`src/rtl/datapath_ctrl.sv`:
```
// Multi-cycle Moore controller sequencing the register-file / shifter / ALU datapath
// for one 16-bit instruction at a time; all control outputs are registered with the state.
module datapath_ctrl #(
   parameter int unsigned IW   = 16,
   parameter int unsigned RSEL = 3
) (
   input  logic            clk,
   input  logic            rst_n,
   input  logic            s,
   input  logic [IW-1:0]   instr,
   output logic            w,
   output logic            done,
   output logic            err,
   output logic [RSEL-1:0] readnum,
   output logic [RSEL-1:0] writenum,
   output logic            write,
   output logic            loada,
   output logic            loadb,
   output logic            loadc,
   output logic            loads,
   output logic            asel,
   output logic            bsel,
   output logic [1:0]      shift,
   output logic [1:0]      ALUop,
   output logic [1:0]      vsel,
   output logic [15:0]     sximm8
);

   typedef enum logic [2:0] {
      ST_WAIT, ST_DECODE, ST_LOAD_A, ST_LOAD_B, ST_EXEC, ST_WRITE_C, ST_WRITE_IMM
   } state_t;

   localparam logic [4:0] C_MOVI = 5'b110_10;
   localparam logic [4:0] C_MOVR = 5'b110_00;
   localparam logic [4:0] C_ADD  = 5'b101_00;
   localparam logic [4:0] C_CMP  = 5'b101_01;
   localparam logic [4:0] C_AND  = 5'b101_10;
   localparam logic [4:0] C_MVN  = 5'b101_11;

   state_t      state;
   logic [IW-1:0] ir;

   logic [4:0] code;
   logic [2:0] rn, rd, rm;
   logic [1:0] sh;
   logic       is_movi, is_movr, is_add, is_cmp, is_and, is_mvn;

   function automatic logic legal(input logic [4:0] c);
      return (c == C_MOVI) || (c == C_MOVR) || (c == C_ADD) ||
             (c == C_CMP)  || (c == C_AND)  || (c == C_MVN);
   endfunction

   // Field decode of the latched instruction
   assign code    = ir[15:11];
   assign rn      = ir[10:8];
   assign rd      = ir[7:5];
   assign sh      = ir[4:3];
   assign rm      = ir[2:0];
   assign is_movi = (code == C_MOVI);
   assign is_movr = (code == C_MOVR);
   assign is_add  = (code == C_ADD);
   assign is_cmp  = (code == C_CMP);
   assign is_and  = (code == C_AND);
   assign is_mvn  = (code == C_MVN);

   assign sximm8  = {{8{ir[7]}}, ir[7:0]};
   assign bsel    = 1'b0;

   // Outputs are loaded with the values belonging to the state being entered
   always_ff @(posedge clk) begin
      w        <= 1'b0;
      done     <= 1'b0;
      err      <= 1'b0;
      write    <= 1'b0;
      loada    <= 1'b0;
      loadb    <= 1'b0;
      loadc    <= 1'b0;
      loads    <= 1'b0;
      asel     <= 1'b0;
      readnum  <= '0;
      writenum <= '0;
      shift    <= 2'b00;
      ALUop    <= 2'b00;
      vsel     <= 2'b00;
      if (!rst_n) begin
         state <= ST_WAIT;
         ir    <= '0;
         w     <= 1'b1;
      end else begin
         case (state)
            ST_WAIT: begin
               if (s) begin
                  ir    <= instr;
                  state <= ST_DECODE;
                  err   <= !legal(instr[15:11]);
               end else begin
                  w <= 1'b1;
               end
            end
            ST_DECODE: begin
               if (is_movi) begin
                  state    <= ST_WRITE_IMM;
                  write    <= 1'b1;
                  writenum <= RSEL'(rn);
                  vsel     <= 2'b01;
                  done     <= 1'b1;
               end else if (is_add || is_cmp || is_and) begin
                  state   <= ST_LOAD_A;
                  readnum <= RSEL'(rn);
                  loada   <= 1'b1;
               end else if (is_movr || is_mvn) begin
                  state   <= ST_LOAD_B;
                  readnum <= RSEL'(rm);
                  loadb   <= 1'b1;
               end else begin
                  state <= ST_WAIT;
                  w     <= 1'b1;
               end
            end
            ST_LOAD_A: begin
               state   <= ST_LOAD_B;
               readnum <= RSEL'(rm);
               loadb   <= 1'b1;
            end
            ST_LOAD_B: begin
               state <= ST_EXEC;
               shift <= sh;
               asel  <= is_movr || is_mvn;
               ALUop <= is_cmp ? 2'b01 : is_and ? 2'b10 : is_mvn ? 2'b11 : 2'b00;
               loads <= is_cmp;
               loadc <= !is_cmp;
               done  <= is_cmp;
            end
            ST_EXEC: begin
               if (is_cmp) begin
                  state <= ST_WAIT;
                  w     <= 1'b1;
               end else begin
                  state    <= ST_WRITE_C;
                  write    <= 1'b1;
                  writenum <= RSEL'(rd);
                  done     <= 1'b1;
               end
            end
            default: begin
               state <= ST_WAIT;
               w     <= 1'b1;
            end
         endcase
      end
   end

endmodule

```
`config.mk`:
```
export PLATFORM = sky130hd
export DESIGN_NAME = datapath_ctrl
export DESIGN_NICKNAME = d
export VERILOG_FILES = /design/src/rtl/datapath_ctrl.sv
export SDC_FILE = /design/constraint.sdc
export NUM_CORES = 1
export LEC_CHECK = 0
export ABC_AREA = 1
export CAP_MARGIN = 0
export CORE_MARGIN = 1.5
export CORE_UTILIZATION = 35
export CTS_CLUSTER_SIZE = 20
export DETAILED_ROUTE_END_ITERATION = 6
export HOLD_SLACK_MARGIN = 0.08
export PLACE_DENSITY = 0.68
export SYNTH_ARGS = -nofsm -noshare
export SYNTH_HDL_FRONTEND = slang
export SYNTH_SLANG_ARGS = --single-unit
```
`constraint.sdc`:
```
create_clock -name clk -period 1.2 [get_ports clk]
set_input_delay 0.24 -clock clk [delete_from_list [all_inputs] [get_ports clk]]
set_output_delay 0.24 -clock clk [all_outputs]
set_load 0.01 [all_outputs]
```
Word level (Yosys, flattened, before mapping)
Index checks and enable logic that the tools add are counted.
{"block": "op_classes", "eq_ne": 17, "muxes": 32, "n_bitwise": 3, "n_reduce_logical": 18}
{"operator": "$eq 5x5->1 const B", "count": 12}
{"operator": "$mux 3", "count": 8}
{"operator": "$pmux 3 s5", "count": 1}
{"operator": "$mux 1", "count": 13}
{"operator": "$pmux 3 s2", "count": 2}
{"operator": "$logic_or 1x1->1", "count": 8}
{"operator": "$mux 2", "count": 4}
{"operator": "$eq 3x2->1 const B", "count": 2}
{"operator": "$reduce_and 2->1", "count": 3}
{"operator": "$reduce_or 3->1", "count": 2}
{"operator": "$pmux 1 s2", "count": 2}
{"operator": "$pmux 1 s4", "count": 1}
{"operator": "$eq 3x1->1 const B", "count": 1}
{"operator": "$eq 3x3->1 const B", "count": 1}
{"operator": "$logic_not 3->1", "count": 1}
{"operator": "$not 1->1", "count": 3}
{"operator": "$pmux 1 s3", "count": 1}
{"operator": "$reduce_and 3->1", "count": 1}
{"operator": "$logic_not 1->1", "count": 2}
{"operator": "$ne 2x2->1 const B", "count": 1}
{"operator": "$reduce_or 2->1", "count": 1}
{"block": "totals", "ff_bits": 40, "input_bits": 19, "out_inout_bits": 38, "elab_cells": 87}

Depth between registers and ports, before layout
Gate-level depths: netlist of the first run.
{"block": "depth", "depth_word": 7, "depth_mapped": 8, "depth_no_buf": 8}

Worst setup path after synthesis of the first run
OpenSTA, ideal clock, no wires.
{"block": "synth_path", "kind": "reg-to-reg", "startpoint": "register ir[15]", "endpoint": "register state[0]", "setup_time_ns": 0.124, "arrival_time_ns": 0.958, "t_required_ns": 1.076, "slack_ns": 0.118, "stages_incl_launch_ff": 8, "n_path_buf": 0, "period_less_slack_ns": 1.082, "path_cell_list": "dfxtp_1 nand2_1 nor2_4 nand3_2 nand2_1 nand2_1 nor2_1 nor2_1"}
{"block": "synth_between", "elab_chain_cells": 6, "word_cells_on_any_way": 14, "cone_classes": "eq/ne (6); mux (5); reduce/logical (3)"}
{"element": "start, declared", "line_no": "41", "source": "logic [IW-1:0] ir;"}
{"element": "start signal, assigned", "line_no": "93", "source": "ir <= instr;"}
{"element": "$eq 5x5->1, on equally long branches"}
{"element": "$logic_or 1x1->1, on equally long branches", "line_no": "111, 107"}
{"element": "$mux 2 or $logic_or 1x1->1 (tied branches)", "line_no": "111, 107"}
{"element": "$mux 2", "line_no": "107", "source": "end else if (is_add || is_cmp || is_and) begin"}
{"element": "$mux 3", "line_no": "101", "source": "if (is_movi) begin"}
{"element": "$pmux 3 s5 (*)", "line_no": "90", "source": "case (state)"}
{"element": "end signal, assigned", "line_no": "102", "source": "state <= ST_WRITE_IMM;"}
{"element": "end signal, assigned", "line_no": "108", "source": "state <= ST_LOAD_A;"}
{"element": "end signal, assigned", "line_no": "112", "source": "state <= ST_LOAD_B;"}
{"element": "end, declared", "line_no": "40", "source": "state_t state;"}
Mark *: on every way between the ends. The rest lies on a longest branch, timed or not.
A chain may end at the register's enable or synchronous reset.

Final worst setup path of the first run
{"block": "layout_path", "startpoint": "register ir[13]", "endpoint": "register writenum[2]"}
{"block": "layout_between", "elab_chain_cells": 3, "word_cells_on_any_way": 5, "cone_classes": "eq/ne (2); mux (3)"}
{"element": "$eq 5x5->1, on equally long branches", "line_no": "62, 59"}
{"element": "$mux 3, on equally long branches", "line_no": "135, 101"}
{"element": "$pmux 3 s2 (*)", "line_no": "90"}
{"element": "end signal, assigned", "line_no": "104", "source": "writenum <= RSEL'(rn);"}
{"element": "end signal, assigned", "line_no": "141", "source": "writenum <= RSEL'(rd);"}
{"element": "end, declared", "line_no": "15", "source": "output logic [RSEL-1:0] writenum,"}
Marked as above.

==> results of run 1 <==
[metrics by stage]
step           hold WS [ps]  total power [mW]  utilization, %  setup TNS, ps
4_1_cts               466.6             2.655           52.24         -18.69
3_5_place_dp          456.1             1.899           50.63          -7013
3_3_place_gp          449.1             1.892           50.63          -5891
6_report              465.5             2.670           54.60              0
2_1_floorplan         378.4             1.702               -              0
5_1_grt               488.4             2.801           54.60         -363.7
[sequential cells by signal (all words and copies together) (netlist names)]
signal    count
loads         1
done          1
loada         1
write         1
loadc         1
err           1
w             1
ALUop         2
state         3
vsel          1
ir           16
shift         2
loadb         1
writenum      3
asel          1
readnum       3
[routing by layer]
layer / vias to the layer above / wire, um / GRT usage [%] / part of all wire, %
met2: 39 / 1769 / 24.95 / 50
li1: 739 / - / - / -
met4: 0 / 65 / 8.974 / 1.8
met3: 9 / 227 / 4.185 / 6.4
met1: 623 / 1504 / 16.28 / 42
met5: - / 0 / 0 / 0
[synth_stat cells]
| cell type | instances |
|---|---|
| buf_2 | 3 |
| buf_4 | 18 |
| clkinv_1 | 1 |
| nand3_1 | 16 |
| nor3_4 | 1 |
| o21ai_0 | 17 |
| nor2_2 | 2 |
| nand3_2 | 2 |
| dfxtp_1 | 39 |
| nor2_4 | 2 |
| nor2_1 | 13 |
| nor4_1 | 1 |
| nand4_1 | 1 |
| inv_1 | 26 |
| nand3b_1 | 1 |
| o21ai_1 | 2 |
| inv_2 | 2 |
| nand2_1 | 25 |
| nor3_1 | 3 |
| clkbuf_1 | 2 |
| conb_1 | 1 |
| a21oi_1 | 23 |
[layout make-up]
cell class | count | area [um2] | share of cell area (%)
sequential | 39 | 798.3 | 33.58
timing repair buffer | 77 | 694.4 | 29.21
multi-input combinational | 111 | 635.6 | 26.74
inverter | 29 | 111.4 | 4.684
clock buffer | 6 | 72.57 | 3.053
tap | 52 | 65.06 | 2.737
[worst min path at each step]
stage	from	endpoint	slack (ps)	cells after the start
2_1_floorplan	rst_n	ir[0]$_SDFFE_PN0P_	380	2
3_3_place_gp	ir[3]$_SDFFE_PN0P_	shift[0]$_SDFF_PN0_	450	2
5_1_grt	ir[5]$_SDFFE_PN0P_	ir[5]$_SDFFE_PN0P_	490	2
4_1_cts	ir[10]$_SDFFE_PN0P_	ir[10]$_SDFFE_PN0P_	470	2
6_report	ir[2]$_SDFFE_PN0P_	ir[2]$_SDFFE_PN0P_	470	2
3_5_place_dp	ir[10]$_SDFFE_PN0P_	ir[10]$_SDFFE_PN0P_	460	2
[cell families after synthesis]
kind of cell | count (synthesis) | synth area share [%]
buffers and inverters | 52 | 16.76
other | 1 | 0.2358
and+or+nand+nor | 67 | 20.69
DFF | 39 | 49.10
AOI/OAI and AO/OA | 42 | 13.22
[worst reg2reg max path, delay by kind of cell (launching register included)]
kind            cells  cell delay, ps
buf+inv             3             330
compound gates      1             150
simple gates        3             290
flops               1             330
[power by group]
part / internal [mW] / switching (mW) / leakage, nW
Combinational: 0.227 / 0.227 / 0.738
Clock: 0.387 / 0.405 / 0.0371
Sequential: 1.36 / 0.0600 / 0.323
Total: 1.98 / 0.692 / 1.10
[what timing repair did]
item | 4_1_cts | 5_1_grt
buffers inserted | 2 | 1
resized for setup | 48 | 50
pin swaps | 2 | 13
endpoints found under the setup margin | 48 | 45
==> results.yml, run 1 <==
setup_path:
  crit_fanout: 3
  crit_end: "writenum[2]$_SDFF_PN0_"
  cpMaxStageDelayCell: "dfxtp_2"
  worstSetupPathType: "flip-flop to flip-flop"
  ff2ff_path_depth: 7
  critPathMaxStageDelay_ps: 330
  rr_startpoint: "ir[13]$_SDFFE_PN0P_"
  worst_ep_arrival_time_ps: 1400
  worstPathRequired_ps: 1410
  crit_chain: "buf_4 > nor2_4 > inv_2 > nor2_4 > buf_4 > nand3_2 > a21oi_2"
  path_depth: 7
  crit_family: "flip-flops"
  timing.rr.end: "writenum[2]$_SDFF_PN0_"
  endpoint_kind: "flip-flop"
  crit_start: "ir[13]$_SDFFE_PN0P_"
  worstSetupStartpointType: "flip-flop"
  r2r_slack_ps: 10
  path_buf_inv: 3
detailed_routing:
  firstDrtPassIters: 4
  postRouteWirelength_um: 3566
  wl_per_cell_um: 11.36
  avgViaCountPerCell: 4.490
  vias: 1410
  ant_nets: 0
  drc: 0
  drtIter0Drc: 69
timing:
  min_period_ps: 1185
  fin_crit_sh_pct: 98.77
  setup_ws_ps: 14.79
  finClkSkew_ps: 3.339
  grt_setup_unrepaired: "true"
  slew_viol_final: 0
  setup_viol: 0
  hold_viol_final: 0
  max_freq_ghz: 0.8437
clock_tree:
  clk_path_buf_depth: 2
  clk_latency_ps: 290
  cts_tree: "done"
  hold_buffers: 0
  clkSinkCount: 39
  htree_levels: 2
  cts_buffers: 5
  clk_pin_slew_ps: 70
  root_buffer: "clkbuf_8"
run:
  cap_violations: 0
die:
  die_w_um: 70.41
  dieHeight_um: 70.41
  die_area_um2: 4957
  start_util_pct: 36.52
  row_count: 24
  coreArea_um2: 4354
  io_pins: 57
synth:
  ys_seq_area_share_pct: 49.10
  synth_cell_types: 22
  synth-seq-cells: 39
  yosys_warnings: 0
  syn_avg_cell_area_um2: 7.912
  synthTopCellsByArea: "dfxtp_1 49%, buf_4 8.5%, a21oi_1 7.2%, inv_1 6.1%, nand2_1 5.9%"
  syn_inst: 201
  yosysTopAreaCell: "dfxtp_1"
  syn_area_um2: 1590
  synth_top_area_share_pct: 49.10
global_routing:
  overflow: 0
  antenna_found_initial: 0
  grt_pass1_vias: 1322
  grt_use_total_pct: 14.78
  grt_max_degree: 34
  grt_pass1_wl_um: 5671
power_and_ir_drop:
  ir_worst_vdd_mv: 0.5387
  power_leakage_nw: 1.098
  p_per_area_nw_per_um2: 1123
cells_and_area:
  n_antenna_cell: 0
  fin_cells: 314
  drive_above_1_share_pct: 27.48
  layout_commonest_cell: "dfxtp_1"
  nFillCells: 419
  final_cell_area_um2: 2377
  area_growth_pct: 49.49
  num-nets-final: 282
  final_cell_mix: "29 x dfxtp_1, 26 x dlygate4sd2_1, 22 x inv_1, 22 x a21oi_1, 19 x buf_4"
placement:
  port-buffer-count: 54
  gp_congestion: 0.7972
  place_inst: 305
  dpl-instance-area_um2: 2205
  hpwl_um: 2581
  place_ws_ps: -300.4
hold_path:
  hold_path_class: "flip-flop to flip-flop"
run_status:
  outcome: "completed"
Note: power is estimated with default switching activity, not from simulation.
==> inputs of run 2 (changes only) <==
SLEW_MARGIN = 20   (was default)
==> results of run 2 <==
Same layout as run 1: the final DEF is identical, and so are final timing and power.
